<file path="src/rtl/cpri_tx_pkg_arb.sv">
// cpri_tx_pkg_arb: packet-level round-robin arbiter sharing one CPRI TX buffer write port.
// Define CPRI_TX_ARB_STAT_EN to add saturating packet/error statistics outputs.
module cpri_tx_pkg_arb #(
    parameter int NREQ        = 4,
    parameter int PKT_LEN_MAX = 128,
    parameter int TIMEOUT     = 1024,
    parameter int GAP_CYC     = 1
) (
    input  logic                 sys_clk_491_52,
    input  logic                 sys_rst_491_52,
    input  logic [NREQ-1:0]      i_req,
    output logic [NREQ-1:0]      o_gnt,
    input  logic [NREQ-1:0]      i_wen,
    input  logic [NREQ*64-1:0]   i_wdata,
    input  logic [NREQ-1:0]      i_wlast,
    input  logic                 i_tx_ready,
    output logic                 o_cpri_wen,
    output logic [6:0]           o_cpri_waddr,
    output logic [63:0]          o_cpri_wdata,
    output logic                 o_cpri_wlast,
    output logic                 o_busy,
    output logic                 o_err_len,
    output logic                 o_err_tmo
`ifdef CPRI_TX_ARB_STAT_EN
    ,
    output logic [NREQ*16-1:0]   o_pkt_cnt,
    output logic [15:0]          o_err_cnt
`endif
);

    localparam int PW = (NREQ > 1) ? $clog2(NREQ) : 1;
    localparam int TW = $clog2(TIMEOUT + 1);
    localparam int GW = (GAP_CYC > 1) ? $clog2(GAP_CYC) : 1;
    localparam logic [6:0]    LAST_IDX = 7'(PKT_LEN_MAX - 1);
    localparam logic [TW-1:0] TMO_LAST = TW'(TIMEOUT - 1);
    localparam logic [TW-1:0] TMO_ONE  = TW'(1'b1);
    localparam logic [GW-1:0] GAP_LOAD = GW'(GAP_CYC - 1);
    localparam logic [GW-1:0] GAP_ONE  = GW'(1'b1);
    localparam logic [NREQ-1:0] GNT_ONE = {{(NREQ-1){1'b0}}, 1'b1};

    typedef enum logic [1:0] {
        ST_IDLE  = 2'd0,
        ST_XFER  = 2'd1,
        ST_DRAIN = 2'd2,
        ST_GAP   = 2'd3
    } state_e;

    state_e          state_q, state_d;
    logic [PW-1:0]   ptr_q, ptr_d;
    logic [PW-1:0]   gidx_q, gidx_d;
    logic [NREQ-1:0] gnt_q, gnt_d;
    logic [6:0]      wcnt_q, wcnt_d;
    logic [TW-1:0]   idle_q, idle_d;
    logic [GW-1:0]   gap_q, gap_d;
    logic            wen_q, wen_d;
    logic [6:0]      waddr_q, waddr_d;
    logic [63:0]     wdata_q, wdata_d;
    logic            wlast_q, wlast_d;
    logic            elen_q, elen_d;
    logic            etmo_q, etmo_d;
    logic            busy_q;

    logic [63:0]     wdata_arr_s [NREQ];
    logic [PW-1:0]   cand_s;
    logic [PW-1:0]   win_idx_s;
    logic            win_found_s;
    logic            sel_wen_s;
    logic            sel_wlast_s;
    logic [63:0]     sel_wdata_s;

    // Split the flat data bus into per-requester words.
    always_comb begin
        for (int k = 0; k < NREQ; k++) begin
            wdata_arr_s[k] = i_wdata[64*k +: 64];
        end
    end

    // Granted requester's write strobe, last flag and data.
    always_comb begin
        sel_wen_s   = i_wen[gidx_q];
        sel_wlast_s = i_wlast[gidx_q];
        sel_wdata_s = wdata_arr_s[gidx_q];
    end

    // Round-robin search: first active request after the last winner, with wrap.
    always_comb begin
        cand_s      = {PW{1'b0}};
        win_idx_s   = {PW{1'b0}};
        win_found_s = 1'b0;
        for (int i = 1; i <= NREQ; i++) begin
            cand_s = PW'((int'(ptr_q) + i) % NREQ);
            if (!win_found_s && i_req[cand_s]) begin
                win_found_s = 1'b1;
                win_idx_s   = cand_s;
            end else begin
                win_found_s = win_found_s;
            end
        end
    end

    // Packet FSM next-state and registered-output decode.
    always_comb begin
        state_d = state_q;
        ptr_d   = ptr_q;
        gidx_d  = gidx_q;
        gnt_d   = gnt_q;
        wcnt_d  = wcnt_q;
        idle_d  = idle_q;
        gap_d   = gap_q;
        wen_d   = 1'b0;
        waddr_d = waddr_q;
        wdata_d = wdata_q;
        wlast_d = 1'b0;
        elen_d  = 1'b0;
        etmo_d  = 1'b0;
        case (state_q)
            ST_IDLE: begin
                if (i_tx_ready && win_found_s) begin
                    gnt_d   = GNT_ONE << win_idx_s;
                    ptr_d   = win_idx_s;
                    gidx_d  = win_idx_s;
                    wcnt_d  = 7'd0;
                    idle_d  = {TW{1'b0}};
                    state_d = ST_XFER;
                end else begin
                    gnt_d   = {NREQ{1'b0}};
                end
            end
            ST_XFER: begin
                if (sel_wen_s) begin
                    idle_d  = {TW{1'b0}};
                    wen_d   = 1'b1;
                    waddr_d = wcnt_q;
                    wdata_d = sel_wdata_s;
                    if (sel_wlast_s) begin
                        wlast_d = 1'b1;
                        gnt_d   = {NREQ{1'b0}};
                        gap_d   = GAP_LOAD;
                        state_d = ST_GAP;
                    end else if (wcnt_q == LAST_IDX) begin
                        // Truncate: close the packet downstream, keep the grant to swallow the tail.
                        wlast_d = 1'b1;
                        elen_d  = 1'b1;
                        state_d = ST_DRAIN;
                    end else begin
                        wcnt_d  = wcnt_q + 7'd1;
                    end
                end else if (idle_q == TMO_LAST) begin
                    etmo_d  = 1'b1;
                    gnt_d   = {NREQ{1'b0}};
                    gap_d   = GAP_LOAD;
                    state_d = ST_GAP;
                end else begin
                    idle_d  = idle_q + TMO_ONE;
                end
            end
            ST_DRAIN: begin
                if (sel_wen_s) begin
                    idle_d = {TW{1'b0}};
                    if (sel_wlast_s) begin
                        gnt_d   = {NREQ{1'b0}};
                        gap_d   = GAP_LOAD;
                        state_d = ST_GAP;
                    end else begin
                        state_d = ST_DRAIN;
                    end
                end else if (idle_q == TMO_LAST) begin
                    etmo_d  = 1'b1;
                    gnt_d   = {NREQ{1'b0}};
                    gap_d   = GAP_LOAD;
                    state_d = ST_GAP;
                end else begin
                    idle_d  = idle_q + TMO_ONE;
                end
            end
            ST_GAP: begin
                if (gap_q == {GW{1'b0}}) begin
                    state_d = ST_IDLE;
                end else begin
                    gap_d   = gap_q - GAP_ONE;
                end
            end
            default: begin
                state_d = ST_IDLE;
                gnt_d   = {NREQ{1'b0}};
            end
        endcase
    end

    // State and output registers.
    always_ff @(posedge sys_clk_491_52 or posedge sys_rst_491_52) begin
        if (sys_rst_491_52) begin
            state_q <= ST_IDLE;
            ptr_q   <= PW'(NREQ - 1);
            gidx_q  <= {PW{1'b0}};
            gnt_q   <= {NREQ{1'b0}};
            wcnt_q  <= 7'd0;
            idle_q  <= {TW{1'b0}};
            gap_q   <= {GW{1'b0}};
            wen_q   <= 1'b0;
            waddr_q <= 7'd0;
            wdata_q <= 64'd0;
            wlast_q <= 1'b0;
            elen_q  <= 1'b0;
            etmo_q  <= 1'b0;
            busy_q  <= 1'b0;
        end else begin
            state_q <= state_d;
            ptr_q   <= ptr_d;
            gidx_q  <= gidx_d;
            gnt_q   <= gnt_d;
            wcnt_q  <= wcnt_d;
            idle_q  <= idle_d;
            gap_q   <= gap_d;
            wen_q   <= wen_d;
            waddr_q <= waddr_d;
            wdata_q <= wdata_d;
            wlast_q <= wlast_d;
            elen_q  <= elen_d;
            etmo_q  <= etmo_d;
            busy_q  <= (state_d != ST_IDLE);
        end
    end

    assign o_gnt        = gnt_q;
    assign o_cpri_wen   = wen_q;
    assign o_cpri_waddr = waddr_q;
    assign o_cpri_wdata = wdata_q;
    assign o_cpri_wlast = wlast_q;
    assign o_busy       = busy_q;
    assign o_err_len    = elen_q;
    assign o_err_tmo    = etmo_q;

`ifdef CPRI_TX_ARB_STAT_EN
    logic [15:0] pkt_cnt_q [NREQ];
    logic [15:0] err_cnt_q;
    logic        pkt_done_s;

    // A packet counts as completed when its producer delivers wlast under grant.
    always_comb begin
        if ((state_q == ST_XFER) || (state_q == ST_DRAIN)) begin
            pkt_done_s = sel_wen_s & sel_wlast_s;
        end else begin
            pkt_done_s = 1'b0;
        end
    end

    // Saturating statistics counters.
    always_ff @(posedge sys_clk_491_52 or posedge sys_rst_491_52) begin
        if (sys_rst_491_52) begin
            for (int k = 0; k < NREQ; k++) begin
                pkt_cnt_q[k] <= 16'd0;
            end
            err_cnt_q <= 16'd0;
        end else begin
            for (int k = 0; k < NREQ; k++) begin
                if (pkt_done_s && (gidx_q == PW'(k)) && (pkt_cnt_q[k] != 16'hFFFF)) begin
                    pkt_cnt_q[k] <= pkt_cnt_q[k] + 16'd1;
                end
            end
            if ((elen_d || etmo_d) && (err_cnt_q != 16'hFFFF)) begin
                err_cnt_q <= err_cnt_q + 16'd1;
            end
        end
    end

    // Flatten per-requester counters onto the output bus.
    always_comb begin
        for (int k = 0; k < NREQ; k++) begin
            o_pkt_cnt[16*k +: 16] = pkt_cnt_q[k];
        end
    end

    assign o_err_cnt = err_cnt_q;
`endif

endmodule

</file>
<file path="config.mk">
export PLATFORM = sky130hd
export DESIGN_NAME = cpri_tx_pkg_arb
export DESIGN_NICKNAME = d
export VERILOG_FILES = /design/src/rtl/cpri_tx_pkg_arb.sv
export SDC_FILE = /design/constraint.sdc
export NUM_CORES = 1
export LEC_CHECK = 0
export ABC_AREA = 1
export BUFFER_PORTS_ARGS = -buffer_cell sky130_fd_sc_hd__buf_4
export CAP_MARGIN = 30
export CELL_PAD_IN_SITES_DETAIL_PLACEMENT = 0
export CELL_PAD_IN_SITES_GLOBAL_PLACEMENT = 1
export CORE_UTILIZATION = 30
export DETAILED_ROUTE_END_ITERATION = 12
export HOLD_SLACK_MARGIN = 0.12
export PLACE_DENSITY_LB_ADDON = 0.2
export SETUP_SLACK_MARGIN = 0.05
export SYNTH_ARGS = -nofsm -noshare
export SYNTH_HDL_FRONTEND = slang
export SYNTH_SLANG_ARGS = --single-unit
</file>
<file path="constraint.sdc">
create_clock -name sys_clk_491_52 -period 3.58 [get_ports sys_clk_491_52]
set_input_delay 0.537 -clock sys_clk_491_52 [delete_from_list [all_inputs] [get_ports sys_clk_491_52]]
set_output_delay 0.537 -clock sys_clk_491_52 [all_outputs]
set_load 0.02 [all_outputs]
</file>
==> flow_summary.yaml, run 1 <==
grt:
  antenna_found_initial: 0
  grt_overflow: 0
  grt_pass1_vias: 7216
  grt_use_total_pct: 23.2
  grt_max_degree: 73
  grt_pass1_wl_um: 39900
yosys:
  yosysUniqueCellTypes: 37
  synth_edf_count: 0
  syn_area_mm2: 0.00661
  syn_inst: 981
  synth_area_per_cell_um2: 6.74
  synth-warning-count: 0
  ys_dominant_reg_cell: "dfrtp_1"
  ys_seq_elements: 104
  synth_area_leaders: "dfrtp_1 39%, nand2_1 19%, o21ai_0 11%"
  synth_nets: 1258
  synth_top_cell_by_area: "dfrtp_1"
  synth.top_cell.area_share_pct: 38.6
  seq_area_frac_synth_pct: 39.4
  async_reset_ff_share_pct: 100
clock_tree:
  cts_tree: "built"
  post_cts_buffers: 0
  clk_latency_ns: 0.35
  ctsHoldBuffers: 0
  clock_path_buffers: 2
  clkSinkCount: 104
  cts_resized: 0
  h-tree-depth: 3
  clk_pin_slew_ns: 0.08
  cts_made_buffers: 9
  cts-root-buf: "clkbuf_16"
layout:
  syn2layout_area_growth_pct: 47.5
  nNetsFinal: 1568
  layout_commonest_cell: "buf_4"
  final_layout_size_suffix_gt1_share_pct: 32.3
  multi_input_area_mm2: 0.00361
  nFillCells: 2283
  utilization_pct: 45.8
  stdcell_area_mm2: 0.00975
  n_antenna_cell: 0
  layout_common_cells: "359 x buf_4, 336 x nand2_1, 156 x nor2_1, 139 x o21ai_0, 100 x dfrtp_1"
  final_cells: 1571
  regArea_mm2: 0.00261
sta:
  period_share_pct: 78.0
  rsz0062_at_grt: "no"
  slew_violations: 0
  finalSetupViolCount: 0
  fmax_mhz: 358
  tightest_slew_ns: 0.821
  maxSlewHeadroom_pct: 45.3
  hold_viol: 0
  period_minus_slack_ns: 2.79
  skew_ns: 0.0107
  fin_tns_setup_ns: 0
power_and_ir_drop:
  power_density_mw_per_mm2: 834
  combinationalPowerShare_pct: 61.9
  power.internal_w: 0.00402
  leakagePower_nw: 5.08
  finalPower_w: 0.00813
  p_sw_w: 0.00411
  power_switching_share_pct: 50.6
  vdd_drop_max_uv: 724
  clock_power_share_pct: 13.7
  seqPwrFrac_pct: 24.4
routing:
  routed_wl_um: 26700
  vias: 7682
  drt_pass1_iterations: 5
  wire_per_inst_um: 17.0
  ant_nets: 0
  vias_per_cell: 4.89
  drtIter0Drc: 456
  route.detailed.drc: 0
placed_design:
  place_area_mm2: 0.00942
  port_buffers: 350
  dpl.cell_count: 1555
  hpwl_um: 20000
  globalplace.congestion: 0.881
run:
  cap_violations: 0
floorplanning:
  dieHeight_um: 150
  start_util_pct: 31.0
  dieArea_mm2: 0.0226
  ios: 351
  dieWidth_um: 150
  core_area_mm2: 0.0213
  num_rows: 53
setup_path:
  critPathArrivalTime_ns: 3.08
  crit_slowest_cell: "buf_4"
  cpMostUsedCell: "nand2_1"
  cp.required_ns: 3.87
  crit_type: "reg2reg"
  worst-path-max-fanout: 72
  slowest_delay_ns: 0.63
  start_kind: "flip-flop"
  endpoint_kind: "flip-flop"
  critPathBufInv: 3
  crit_chain: "inv_4 -> buf_4 -> buf_4 -> nand2_1 -> nand3_1 -> nand2_1 -> nand2_1 -> o22ai_4 -> nand2_2 -> nand2_1 -> nand2_1"
  crit_family: "buffers and inverters"
run_status:
  status: "finished, final reports clean"
min_path:
  hp-class: "in2async"
-- through the flow --
stage / worst slack [ns] / hold slack [ns]
2_1_floorplan: 0.314 / 0.463
3_3_place_gp: 0.814 / 0.457
3_5_place_dp: 0.788 / 0.461
4_1_cts: 0.768 / 0.306
5_1_grt: 0.509 / 0.344
6_report: 0.789 / 0.284
-- flip-flops by register name, summed over array words and instances, names as in the netlist --
name / count
o_cpri_wdata: 64
ptr_q: 2
o_cpri_wlast: 1
o_busy: 1
wcnt_q: 7
state_q: 2
o_err_len: 1
idle_q: 11
o_cpri_wen: 1
o_gnt: 4
o_cpri_waddr: 7
gidx_q: 2
o_err_tmo: 1
-- per-layer routing --
layer,routed length [um],GRT usage (%)
met3,2000,4.45
met4,729,7.68
met5,0,0
met2,12900,39.8
met1,11100,29.0
-- cells by family after synthesis --
kind of cell	Yosys count	share of synthesized area (%)
fa+ha+maj	6	1.14
xor+xnor	6	0.795
buf+inv	92	5.91
flops	104	39.4
simple gates	561	35.1
compound gates	212	17.6
-- power by group through the flow --
stage | clock (W) | combinational, W | sequential [W]
after floorplan | 0 | 0.00287 | 0.00238
after CTS | 0.00114 | 0.00511 | 0.00199
after global routing | 0.00118 | 0.00559 | 0.00205
after global placement | 0 | 0.00507 | 0.00200
final | 0.00111 | 0.00503 | 0.00199
after detailed placement | 0 | 0.00510 | 0.00201
-- cell usage after synthesis, types with 2 or more instances --
| cell type | n |
|---|---|
| a21oi_1 | 4 |
| buf_1 | 5 |
| buf_2 | 10 |
| buf_4 | 2 |
| buf_6 | 3 |
| clkbuf_1 | 42 |
| dfrtp_1 | 102 |
| dfstp_2 | 2 |
| ha_1 | 6 |
| inv_1 | 23 |
| inv_2 | 6 |
| nand2_1 | 336 |
| nand2_2 | 10 |
| nand2_4 | 2 |
| nand3_1 | 28 |
| nand3_2 | 10 |
| nand4_1 | 2 |
| nor2_1 | 156 |
| nor2_4 | 2 |
| nor3_1 | 7 |
| nor3b_1 | 2 |
| o21ai_0 | 139 |
| o22ai_1 | 64 |
| xor2_1 | 5 |
-- final timing paths --
| path | start | endpoint | slack [ns] | cells after the start |
|---|---|---|---|---|
| worst min-delay path | sys_rst_491_52 | o_cpri_wdata[41] | 0.28 | 2 |
| worst max register to register | gidx_q[0] | wcnt_q[6] | 0.79 | 11 |
| worst max-delay path | gidx_q[0] | wcnt_q[6] | 0.79 | 11 |
| worst min register to register | o_cpri_waddr[4] | o_cpri_waddr[4] | 0.48 | 2 |
| min in group sys_clk_491_52 | o_cpri_waddr[4] | o_cpri_waddr[4] | 0.48 | 2 |
| max in group asynchronous | sys_rst_491_52 | o_cpri_wdata[15] | 2.55 | 3 |
-- area by class of cell --
| cell class | count | share of cell area, % |
|---|---|---|
| Clock buffer | 9 | 2.31 |
| Multi-Input combinational cell | 785 | 37.1 |
| Sequential cell | 104 | 26.8 |
| Clock inverter | 7 | 1.04 |
| Tap cell | 275 | 3.53 |
| Inverter | 30 | 1.23 |
| Timing Repair Buffer | 361 | 28.1 |
Note: power is estimated with default switching activity, not from simulation.
==> inputs of run 2 (changes only) <==
Settings changed: CORE_UTILIZATION 30 to 27.
Clock period 3.58 ns to 2.3 ns, I/O delays scaled along.
==> run 2 against run 1 <==
Power grew 56%. Count of clock-buffer cells in the layout increased by 1. Sequential share of layout area shrank 0.34 points. Critical path depth up 1. Non-clock buffer count grew 5. Sequential power increased by 54%. Global-route usage down 2.0 points. Worst hold slack better by 0.040 ns. Combinational power rose by 59%. Flip-flop and latch count stayed put. Critical endpoint is now idle_q[9].
==> flow_summary.yaml, run 2 (synthesis results as in run 1) <==
layout:
  regArea_mm2: 0.00261
  multi_input_area_mm2: 0.00361
  final_layout_size_suffix_gt1_share_pct: 32.5
  n_antenna_cell: 0
  nNetsFinal: 1573
  largest_reg_flops: 64
  layout_common_cells: "359 x buf_4, 335 x nand2_1, 156 x nor2_1, 139 x o21ai_0, 100 x dfrtp_1"
  final_cells: 1620
  syn2layout_area_growth_pct: 49.4
  nFillCells: 2530
  layout_commonest_cell: "buf_4"
clock_tree:
  clock_path_buffers: 2
  cts_tree: "built"
  clk_pin_slew_ns: 0.07
  clkSinkCount: 104
  post_cts_buffers: 0
  clk_latency_ns: 0.36
  h-tree-depth: 3
  cts-root-buf: "clkbuf_16"
  cts_made_buffers: 9
power_and_ir_drop:
  clock_power_share_pct: 12.6
  power_switching_share_pct: 50.7
  vdd_drop_max_uv: 1090
  combinationalPowerShare_pct: 63.2
  seqPwrFrac_pct: 24.2
  p_sw_w: 0.00643
  leakagePower_nw: 5.10
  power.internal_w: 0.00625
  power_density_mw_per_mm2: 1280
grt:
  grt_max_degree: 129
  antenna_found_initial: 0
  grt_use_total_pct: 21.2
  grt_pass1_vias: 7131
  grt_overflow: 0
  grt_pass1_wl_um: 40100
placed_design:
  hpwl_um: 20400
  globalplace.congestion: 0.837
  dpl.cell_count: 1603
  port_buffers: 350
  place_ws_ns: 0.249
sta:
  period_share_pct: 86.1
  rsz0062_at_grt: "no"
  finalSetupViolCount: 0
  slew_violations: 0
  hold_viol: 0
  maxSlewHeadroom_pct: 59.7
  fin_ws_ns: 0.319
  skew_ns: 0.00978
  fmax_mhz: 505
  fin_tns_setup_ns: 0
  period_minus_slack_ns: 1.98
  tightest_slew_ns: 0.604
run:
  cap_violations: 0
routing:
  wire_per_inst_um: 16.8
  routed_wl_um: 27200
  vias: 7633
  route.detailed.drc: 0
  vias_per_cell: 4.71
  ant_nets: 0
  drt_pass1_iterations: 5
  drtIter0Drc: 491
floorplanning:
  dieHeight_um: 158
  num_rows: 56
  dieWidth_um: 158
  ios: 351
  dieArea_mm2: 0.0251
  start_util_pct: 27.8
  core_area_mm2: 0.0238
setup_path:
  crit_chain: "inv_4 -> nand2_2 -> nand2_1 -> nand2_1 -> nand2_2 -> nor2_8 -> nand3_4 -> nand2_4 -> nand2_2 -> buf_4 -> nand3_1 -> nand2_1"
  start_kind: "flip-flop"
  critPathArrivalTime_ns: 2.23
  worst-path-max-fanout: 11
  crit_slowest_cell: "dfstp_2"
  cp.required_ns: 2.55
  crit_type: "reg2reg"
  endpoint_kind: "flip-flop"
  slowest_delay_ns: 0.63
run_status:
  status: "finished, final reports clean"
min_path:
  hp-class: "in2reg"
-- run 2: what timing repair did --
item,CTS,global route
endpoints found under the hold margin,12,0
hold buffers,1,0
endpoints found under the setup margin,0,5
resized for setup,0,1
-- run 2: final cells by class --
cell class / instances / share of cell area, %
clock buffer: 10 / 2.42
clock inverter: 6 / 0.659
inverter: 30 / 1.23
multi-input combinational: 785 / 36.6
sequential: 104 / 26.4
tap: 319 / 4.04
timing repair buffer: 366 / 28.6
-- run 2: final timing paths --
kind	startpoint	endpoint	slack (ns)	depth (start not counted)
min in group asynchronous	sys_rst_491_52	o_cpri_wdata[35]	0.55	3
max reg2reg	ptr_q[0]	idle_q[9]	0.32	12
min reg2reg	o_cpri_wdata[19]	o_cpri_wdata[19]	0.48	2
max	ptr_q[0]	idle_q[9]	0.32	12
min	i_tx_ready	state_q[1]	0.32	4
max in group asynchronous	sys_rst_491_52	o_cpri_waddr[1]	1.09	4
-- run 2: routing by layer --
layer	up-vias	track usage, %	share of wire (%)
li1	3850	-	-
met1	3491	25.5	42
met2	254	36.7	48
met3	38	4.03	6.7
met4	0	8.75	3.1
met5	-	0	0
-- run 2: power groups by stage --
| stage | clock (W) | sequential [W] | combinational, W |
|---|---|---|---|
| global route | 0.00171 | 0.00316 | 0.00891 |
| CTS | 0.00165 | 0.00308 | 0.00811 |
| detailed placement | 0 | 0.00311 | 0.00809 |
| floorplan | 0 | 0.00371 | 0.00447 |
| global placement | 0 | 0.00310 | 0.00808 |
| finish | 0.00159 | 0.00307 | 0.00802 |
-- run 2: critical path: cells and delay by family (launching register included) --
family / cells / cell delay, ns
buffers and inverters: 2 / 0.33
DFF: 1 / 0.63
and+or+nand+nor: 10 / 0.91
-- run 2: per-stage QoR --
step	hold slack [ns]	total power, W	instance area [um2]	utilization (%)
floorplan	0.463	0.00818	6610	-
global placement	0.378	0.0112	9560	40.2
detailed placement	0.389	0.0112	9560	40.2
CTS	0.320	0.0128	9870	41.6
global route	0.359	0.0138	9870	41.6
finish	0.324	0.0127	9870	41.6
==> inputs of run 3 (changes only) <==
Settings changed: CORE_MARGIN set to 3, CORE_UTILIZATION 27 to 33, CTS_CLUSTER_DIAMETER set to 80.
Clock period 2.3 ns to 2.4 ns, I/O delays scaled along.
==> run 3 against run 2 <==
Sequential share of layout area is 0.40 points higher. Clock power is 5% lower. Combinational power is 6.4% lower. Count of clock-buffer cells in the layout stayed put. Clock skew is 0.0018 ns lower. Final cell count is 3.5% lower. Critical path type unchanged.
==> flow_summary.yaml, run 3 (synthesis results as in run 1) <==
run_status:
  status: "finished, final reports clean"
clock_tree:
  cts_made_buffers: 9
  cts-root-buf: "clkbuf_16"
  clk_latency_ns: 0.35
  cts_tree: "built"
  clkSinkCount: 104
  cts_resized: 0
  clock_path_buffers: 2
  clk_pin_slew_ns: 0.07
  ctsHoldBuffers: 0
  post_cts_buffers: 0
  h-tree-depth: 3
power_and_ir_drop:
  vdd_drop_max_uv: 1180
  p_sw_w: 0.00604
  finalPower_w: 0.0120
  power_density_mw_per_mm2: 1230
  power_switching_share_pct: 50.5
  seqPwrFrac_pct: 24.6
  clock_power_share_pct: 12.6
  combinationalPowerShare_pct: 62.8
  power.internal_w: 0.00593
  leakagePower_nw: 5.07
setup_path:
  setup.worst_path.end: "idle_q[3]"
  rrSetupSlack_ns: 0.30
  r2r_cells: 10
  r2r-end: "idle_q[3]"
  worst-path-max-fanout: 14
  crit_type: "reg2reg"
  critPathArrivalTime_ns: 2.33
  start_kind: "flip-flop"
  timing.rr.start: "gidx_q[0]"
  crit_start: "gidx_q[0]"
  cp.required_ns: 2.64
  endpoint_kind: "flip-flop"
placed_design:
  globalplace.congestion: 0.908
  dpl.cell_count: 1548
  port_buffers: 350
  place_area_mm2: 0.00943
  hpwl_um: 19400
grt:
  grt_pass1_wl_um: 40000
  antenna_found_initial: 0
  grt_overflow: 0
  grt_pass1_vias: 7112
  grt_max_degree: 121
  grt_use_total_pct: 23.2
layout:
  layout_common_cells: "362 x buf_4, 336 x nand2_1, 156 x nor2_1, 139 x o21ai_0, 100 x dfrtp_1"
  nNetsFinal: 1571
  largest_reg_flops: 64
  syn2layout_area_growth_pct: 47.2
  n_antenna_cell: 0
  layout_commonest_cell: "buf_4"
  nFillCells: 1981
  stdcell_area_mm2: 0.00973
  final_layout_size_suffix_gt1_share_pct: 32.4
  final_cells: 1563
floorplanning:
  dieArea_mm2: 0.0218
  core_area_mm2: 0.0196
  ios: 351
  dieWidth_um: 148
  dieHeight_um: 148
  start_util_pct: 33.7
  num_rows: 51
routing:
  ant_nets: 0
  route.detailed.drc: 0
  wire_per_inst_um: 16.7
  vias: 7562
  routed_wl_um: 26100
  drt_pass1_iterations: 4
  drtIter0Drc: 404
  vias_per_cell: 4.84
sta:
  skew_ns: 0.00796
  fin_tns_setup_ns: 0
  tightest_slew_ns: 0.681
  rsz0062_at_grt: "no"
  hold_viol: 0
  maxSlewHeadroom_pct: 54.6
  finalSetupViolCount: 0
  period_share_pct: 87.3
  slew_violations: 0
  period_minus_slack_ns: 2.10
  fmax_mhz: 477
  timing.hold.ws_ns: 0.149
run:
  cap_violations: 0
min_path:
  hp-class: "in2async"
==> run 3: cell types whose count changed in the layout (fill, tap and decap cells not counted), sizes merged <==
cell / delta
buf: -1
inv: -1
dlygate4sd3: -1
==> run 3: worst min-delay path by stage <==
stage | start | endpoint | slack (ns) | cells after the start
2_1_floorplan | idle_q[4] | idle_q[4] | 0.46 | 2
3_3_place_gp | o_cpri_waddr[2] | o_cpri_waddr[2] | 0.46 | 2
3_5_place_dp | o_cpri_waddr[2] | o_cpri_waddr[2] | 0.46 | 2
4_1_cts | sys_rst_491_52 | o_cpri_wdata[37] | 0.18 | 3
5_1_grt | sys_rst_491_52 | o_cpri_wdata[34] | 0.22 | 3
6_report | sys_rst_491_52 | o_cpri_wdata[37] | 0.15 | 3
==> run 3: final cells by class <==
cell class / instances / area, um2 / area share, %
multi-input cells: 785 / 3610 / 37.1
repair buffers: 364 / 2760 / 28.3
flip-flops and latches: 104 / 2610 / 26.8
well taps: 265 / 332 / 3.41
clock buffers: 10 / 239 / 2.46
inverters: 30 / 121 / 1.25
clock inverters: 5 / 56.3 / 0.579
==> run 3: power groups by stage <==
stage               sequential (W)  combinational (W)  clock, W
global route               0.00305            0.00841   0.00163
finish                     0.00295            0.00751   0.00151
global placement           0.00297            0.00760         0
floorplan                  0.00355            0.00429         0
detailed placement         0.00297            0.00762         0
CTS                        0.00295            0.00764   0.00157
==> run 3: routing by layer <==
layer  vias up  GRT usage (%)  wire length [um]
met1      3449           30.2             11100
met3        38           4.75              1750
met2       237           38.4             12400
li1       3838              -                 -
met5         -              0                 0
met4         0           8.62               828
==> run 3: worst max-delay path: stages (launching register included) <==
cell     delay [ns]
dfrtp_4        0.57
inv_4          0.12
nand2_1        0.05
nand3_1        0.08
nand2_2        0.18
nand2_2        0.18
nor2_4         0.04
nor2_1         0.26
nand2_1        0.31
nand2_1        0.13
nand2_1        0.06
==> run 3: through the flow <==
stage | util [%] | setup slack [ns]
CTS | 49.7 | 0.287
finish | 49.7 | 0.305
floorplan | - | 0.644
detailed placement | 48.2 | 0.285
global placement | 48.2 | 0.361
global route | 49.7 | 0.0687
